`src/rtl/fiapp_mon_pkg.sv`:
```
// Shared types for the fiapp response monitor: FSM states, mismatch mask, history record.
// No logic; latency and backpressure not applicable.
package fiapp_mon_pkg;

    typedef enum logic [1:0] {
        ST_IDLE  = 2'd0,
        ST_TRACK = 2'd1,
        ST_FAULT = 2'd2
    } state_t;

    typedef logic [2:0] mask_t;

    localparam int O4_W    = 65;
    localparam int STAMP_W = 32;

    typedef struct packed {
        logic [STAMP_W-1:0] stamp;
        mask_t              mask;
    } hist_rec_t;

endpackage

```
`src/rtl/fiapp_mon_hist_fifo.sv`:
```
// Mismatch history FIFO; data visible one cycle after push, push+pop allowed when full.
// No upstream backpressure: a push into a full FIFO without a pop is dropped and flagged in ovf.
module fiapp_mon_hist_fifo #(
    parameter int W = 35,
    parameter int D = 4
) (
    input  logic         clk,
    input  logic         reset,
    input  logic         flush,
    input  logic         push,
    input  logic [W-1:0] push_data,
    input  logic         pop,
    output logic         valid,
    output logic [W-1:0] data,
    output logic         ovf
);
    localparam int AW = (D > 1) ? $clog2(D) : 1;

    logic [W-1:0]  mem [D];
    logic [AW-1:0] wr_ptr;
    logic [AW-1:0] rd_ptr;
    logic [AW:0]   count;
    logic          full;
    logic          do_pop;
    logic          do_push;

    assign full    = (count == (AW+1)'(D));
    assign valid   = (count != '0);
    assign data    = valid ? mem[rd_ptr] : '0;
    assign do_pop  = pop && valid && !flush;
    assign do_push = push && (!full || do_pop) && !flush;

    always_ff @(posedge clk) begin
        if (do_push)
            mem[wr_ptr] <= push_data;
    end

    always_ff @(posedge clk or posedge reset) begin
        if (reset) begin
            wr_ptr <= '0;
            rd_ptr <= '0;
            count  <= '0;
            ovf    <= 1'b0;
        end else if (flush) begin
            wr_ptr <= '0;
            rd_ptr <= '0;
            count  <= '0;
            ovf    <= 1'b0;
        end else begin
            if (do_push)
                wr_ptr <= wr_ptr + AW'(1);
            if (do_pop)
                rd_ptr <= rd_ptr + AW'(1);
            case ({do_push, do_pop})
                2'b10:   count <= count + (AW+1)'(1);
                2'b01:   count <= count - (AW+1)'(1);
                default: count <= count;
            endcase
            if (push && full && !do_pop)
                ovf <= 1'b1;
        end
    end

endmodule

```
`src/rtl/fiapp_response_monitor.sv`:
```
// Golden shadow of the fiapp target; compares o1/o2/o4 same-cycle (zero latency) and records faults.
// No backpressure on the target side; history (FIAPP_MON_HISTORY_EN) is popped via hist_valid_o/hist_ready_i.
module fiapp_response_monitor
    import fiapp_mon_pkg::*;
#(
    parameter int CYC_W  = 32,
    parameter int CNT_W  = 16,
    parameter int HIST_D = 4
) (
    input  logic              clk,
    input  logic              reset,
    input  logic              mon_a,
    input  logic              mon_enable,
    input  logic              dut_o1,
    input  logic              dut_o2,
    input  logic              dut_o3,
    input  logic [O4_W-1:0]   dut_o4,
    input  logic              arm,
    input  logic              disarm,
    input  logic              clr,
    output logic [1:0]        state_o,
    output logic              fault_o,
    output logic [CNT_W-1:0]  err_cnt_o,
    output logic [CYC_W-1:0]  first_cyc_o,
    output logic [2:0]        first_mask_o,
    output logic              hist_valid_o,
    input  logic              hist_ready_i,
    output logic [CYC_W+2:0]  hist_data_o,
    output logic              hist_ovf_o
);
    state_t            state;
    logic              s_q1;
    logic              s_q2;
    logic              s_q3;
    logic [O4_W-1:0]   s_o4;
    logic [CYC_W-1:0]  cyc;
    mask_t             mask;
    logic              mm;
    logic              take_clr;
    logic              take_arm;
    logic              count_mm;

    assign state_o  = state;
    assign mask     = {dut_o4 != s_o4, dut_o2 != s_q2, dut_o1 != s_q1};
    assign mm       = |mask;
    assign take_clr = clr && !disarm;
    assign take_arm = arm && !disarm && !clr && (state == ST_IDLE);
    assign count_mm = mm && !disarm && !clr && (state != ST_IDLE);

    always_ff @(posedge clk or posedge reset) begin
        if (reset) begin
            state        <= ST_IDLE;
            s_q1         <= 1'b0;
            s_q2         <= 1'b0;
            s_q3         <= 1'b0;
            s_o4         <= '0;
            cyc          <= '0;
            fault_o      <= 1'b0;
            err_cnt_o    <= '0;
            first_cyc_o  <= '0;
            first_mask_o <= '0;
        end else begin
            s_q1 <= mon_enable ? mon_a : s_q1;
            s_q2 <= s_q1;
            s_q3 <= !s_q1;
            s_o4 <= {s_o4[O4_W-2:0], mon_a};

            if (state != ST_IDLE && cyc != '1)
                cyc <= cyc + CYC_W'(1);

            if (disarm) begin
                state <= ST_IDLE;
            end else if (take_clr) begin
                // A mismatch in the same cycle as clr is deliberately discarded.
                if (state != ST_IDLE)
                    state <= ST_TRACK;
                fault_o      <= 1'b0;
                err_cnt_o    <= '0;
                first_cyc_o  <= '0;
                first_mask_o <= '0;
            end else if (take_arm) begin
                state        <= ST_TRACK;
                cyc          <= '0;
                fault_o      <= 1'b0;
                err_cnt_o    <= '0;
                first_cyc_o  <= '0;
                first_mask_o <= '0;
            end else if (count_mm && state == ST_TRACK) begin
                state        <= ST_FAULT;
                fault_o      <= 1'b1;
                err_cnt_o    <= CNT_W'(1);
                first_cyc_o  <= cyc;
                first_mask_o <= mask;
            end else if (count_mm && state == ST_FAULT) begin
                if (err_cnt_o != '1)
                    err_cnt_o <= err_cnt_o + CNT_W'(1);
            end
        end
    end

`ifdef FIAPP_MON_HISTORY_EN
    logic unused_ok;
    assign unused_ok = ^{dut_o3, s_q3};

    fiapp_mon_hist_fifo #(
        .W (CYC_W + 3),
        .D (HIST_D)
    ) u_hist (
        .clk       (clk),
        .reset     (reset),
        .flush     (take_clr || take_arm),
        .push      (count_mm),
        .push_data ({cyc, mask}),
        .pop       (hist_valid_o && hist_ready_i),
        .valid     (hist_valid_o),
        .data      (hist_data_o),
        .ovf       (hist_ovf_o)
    );
`else
    logic unused_ok;
    assign unused_ok    = ^{dut_o3, s_q3, hist_ready_i, HIST_D[0]};
    assign hist_valid_o = 1'b0;
    assign hist_data_o  = '0;
    assign hist_ovf_o   = 1'b0;
`endif

endmodule

```
`config.mk`:
```
export PLATFORM = sky130hd
export DESIGN_NAME = fiapp_response_monitor
export DESIGN_NICKNAME = d
export VERILOG_FILES = /design/src/rtl/fiapp_mon_pkg.sv /design/src/rtl/fiapp_mon_hist_fifo.sv /design/src/rtl/fiapp_response_monitor.sv
export SDC_FILE = /design/constraint.sdc
export NUM_CORES = 1
export LEC_CHECK = 0
export ABC_AREA = 1
export CAP_MARGIN = 20
export CORE_MARGIN = 10
export CORE_UTILIZATION = 35
export CTS_CLUSTER_SIZE = 40
export DETAILED_ROUTE_END_ITERATION = 7
export PLACE_DENSITY = 0.68
export SLEW_MARGIN = 40
export SYNTH_ARGS = -nofsm -noshare
export SYNTH_HDL_FRONTEND = slang
export SYNTH_SLANG_ARGS = --single-unit
```
`constraint.sdc`:
```
create_clock -name clk -period 11.8 [get_ports clk]
set_input_delay 1.18 -clock clk [delete_from_list [all_inputs] [get_ports clk]]
set_output_delay 1.18 -clock clk [all_outputs]
set_load 0.01 [all_outputs]
```
==> out/results.tsv <==
stage	metric	value	unit
power_and_ir_drop	pwr-share-clk	40.4	%
final_layout	drive_gt1_share	5.427	%
worst_setup_path	rr_worst_depth	13	
place	post_dp_cell_area	8766	sq um
floorplanning	io_pins	167	
worst_setup_path	path_buf_inv	4	
global_routing	grt_overflow	0	
route	vias_per_cell	4.496	
place	io_buffers	127	
route	num_vias	5710	
worst_setup_path	path_depth	15	
worst_setup_path	crit_fanout	69	
route	antenna_left	0	
worst_setup_path	cpMaxStageDelayCell	buf_4	
place	dpl.hpwl	13.13	mm
timing	setup_viol	0	
final_layout	final_cell_mix	178 x nand2_1, 153 x dfrtp_1, 127 x clkdlybuf4s50_1	
final_layout	filler_cell_count	2028	
timing	fmax	0.2795	GHz
clocking	h-tree-depth	4	
clocking	clk_latency	420	ps
worst_setup_path	cp_slowest_stage_delay	560	ps
timing	slew_headroom	45.45	%
synth	yosysSeqAreaShare	52.00	%
worst_setup_path	path_delay_family	buffers and inverters	
floorplanning	dieArea	27240	sq um
timing	tns	0	ps
clocking	cts_hold_buf	0	
power_and_ir_drop	p_leak	4.253	nW
place	place_inst	1240	
timing	fin_crit	3578	ps
floorplanning	fp.coreArea	20890	sq um
final_layout	layout.nets	1062	
synth	yosysWarnings	0	
timing	finalHoldViolCount	0	
worst_setup_path	end_kind	flip-flop	
power_and_ir_drop	power.internal	1.018	mW
final_layout	fin_util	44.92	%
timing	finalClockSkew	10.99	ps
floorplanning	die_h	165.0	microns
worst_setup_path	worstPathRequired	12100	ps
min_path	min_path_type	reg -> reg	
worst_setup_path	cpMostUsedCell	nand2_1	
clocking	numCtsBuffers	17	
timing	drv_slew	0	
route	drtPass1Iterations	7	
route	drt-total-wl	18.04	mm
timing	tightest_slew	817.3	ps
min_path	whs_path_depth	0	
power_and_ir_drop	seq_power_share	43.8	%
floorplanning	row_count	53	
worst_setup_path	start_kind	input port	
power_and_ir_drop	pwr-share-comb	15.8	%
clocking	ctsResizeCount	0	
clocking	clk_path_buf_depth	2	
synth	syn_area_per_cell	8.602	sq um
place	gp_congestion	0.8266	
power_and_ir_drop	p_per_area	149.7	nW/um^2
synth	ys_types	38	
floorplanning	fp.dieW	165.0	microns
route	drt_drc_violations_left	0	
global_routing	antenna_found_initial	0	
power_and_ir_drop	swShare	27.50	%
place	dp_slack	7690	ps
final_layout	antenna_cells	0	
final_layout	instances_no_fill	1270	
final_layout	area_growth_syn_to_layout	27.43	%
power_and_ir_drop	irDropWorstVdd	0.08370	mV
run_status	status	finished clean	
synth	synthCells	856	
route	drt-initial-drc-count	285	
worst_setup_path	crit_chain	clkdlybuf4s50_1, inv_1, nand2_1, nand2_1, nor2_1, nand2_1, nor2_1, nand2_1, nor2_1, nand4_1, nand3_2, buf_4, inv_1, nand2_1, nand2_1	
timing	fin_crit_sh	30.32	%
global_routing	grt_max_degree	90	
route	wl_per_cell	14.20	microns
final_layout	design_area	9383	sq um
clocking	clkTransAtPathRegs	60	ps
clocking	tritoncts	yes	
global_routing	grt_usage	13.45	%
run	max_cap_violations	0	
clocking	cts_setup_buffers	0	
power_and_ir_drop	power.total	1.404	mW
power_and_ir_drop	p_switching	386.3	uW
global_routing	grt_pass1_vias	5711	
clocking	root_buffer	clkbuf_16	
floorplanning	start_util	35.25	%
synth	ys_seq_elements	153	
timing	fin_hold_ws	391.8	ps
timing	rsz0062_at_grt	no	
synth	syn-cell-area	7363	sq um
timing	worst_slack	8222	ps
global_routing	grt_pass1_wl	29.22	mm
worst_setup_path	worstPathArrival	3880	ps
final_layout	final_common_cell	nand2_1	
worst_setup_path	path_class	in -> reg	
clocking	cts.sinks	153	
==> registers in the layout, indices dropped and copies added, names as in the netlist, 2 cells and up <==
name	count
first_cyc_o	32
s_o4	65
cyc	32
err_cnt_o	16
state_o	2
first_mask_o	3
==> synth_stat cells, drive strengths merged <==
cell	number	share of area, %
nor3b	2	0.20
mux2	1	0.15
xor2	29	3.4
nand4	18	1.7
inv	100	5.1
and2	1	0.085
nor3	17	1.2
a31o	2	0.24
a21o	1	0.10
buf	48	4.6
conb	1	0.051
nand2	180	9.3
ha	2	0.34
a211oi	5	0.51
or2	2	0.17
a21oi	9	0.61
or4	1	0.10
xnor2	38	4.5
nor4	4	0.42
nand3	71	5.1
nor2	108	5.7
dfrtp	153	52
clkbuf	9	0.46
o21ai	54	3.9
==> path summary, 6_finish.rpt <==
check	from	end	slack, ps
worst max-delay path	dut_o4[8]	first_cyc_o[15]	8220
worst min-delay path	s_o4[51]	s_o4[52]	390
worst max register to register	s_o4[8]	first_cyc_o[15]	9080
worst min register to register	s_o4[51]	s_o4[52]	390
max in group asynchronous	reset	cyc[0]	9510
min in group asynchronous	reset	s_o4[27]	1260
==> cell type report <==
| cell class | count | area (sq um) | share of cell area (%) |
|---|---|---|---|
| inverters | 100 | 382.9 | 4.081 |
| repair buffers | 130 | 1297 | 13.83 |
| multi-input cells | 582 | 2919 | 31.11 |
| flip-flops and latches | 153 | 3829 | 40.81 |
| well taps | 275 | 344.1 | 3.667 |
| clock buffers | 21 | 470.5 | 5.014 |
| clock inverters | 9 | 140.1 | 1.494 |
==> cells by family after synthesis <==
kind of cell,after synthesis,share of synthesized area (%)
and+or+nand+nor,404,23.96
buffers and inverters,157,10.20
DFF,153,52.00
AOI/OAI and AO/OA,71,5.336
xor gates and xnor gates,67,7.969
adders and majority gates,2,0.3398
other,1,0.05093
muxes,1,0.1529
==> power by group through the flow <==
stage,clock network [mW],logic (mW),registers [mW]
after detailed placement,0,0.224,0.625
after global routing,0.603,0.250,0.624
final,0.568,0.221,0.615
after global placement,0,0.219,0.623
after floorplan,0,0.137,0.622
after CTS,0.582,0.225,0.615
==> metal layers <==
layer,track usage (%),wire length (microns)
met1,16.79,8013
met2,22.29,8801
met3,3.714,1040
met4,3.824,180
met5,0,0
Note: power is estimated with default switching activity, not from simulation.
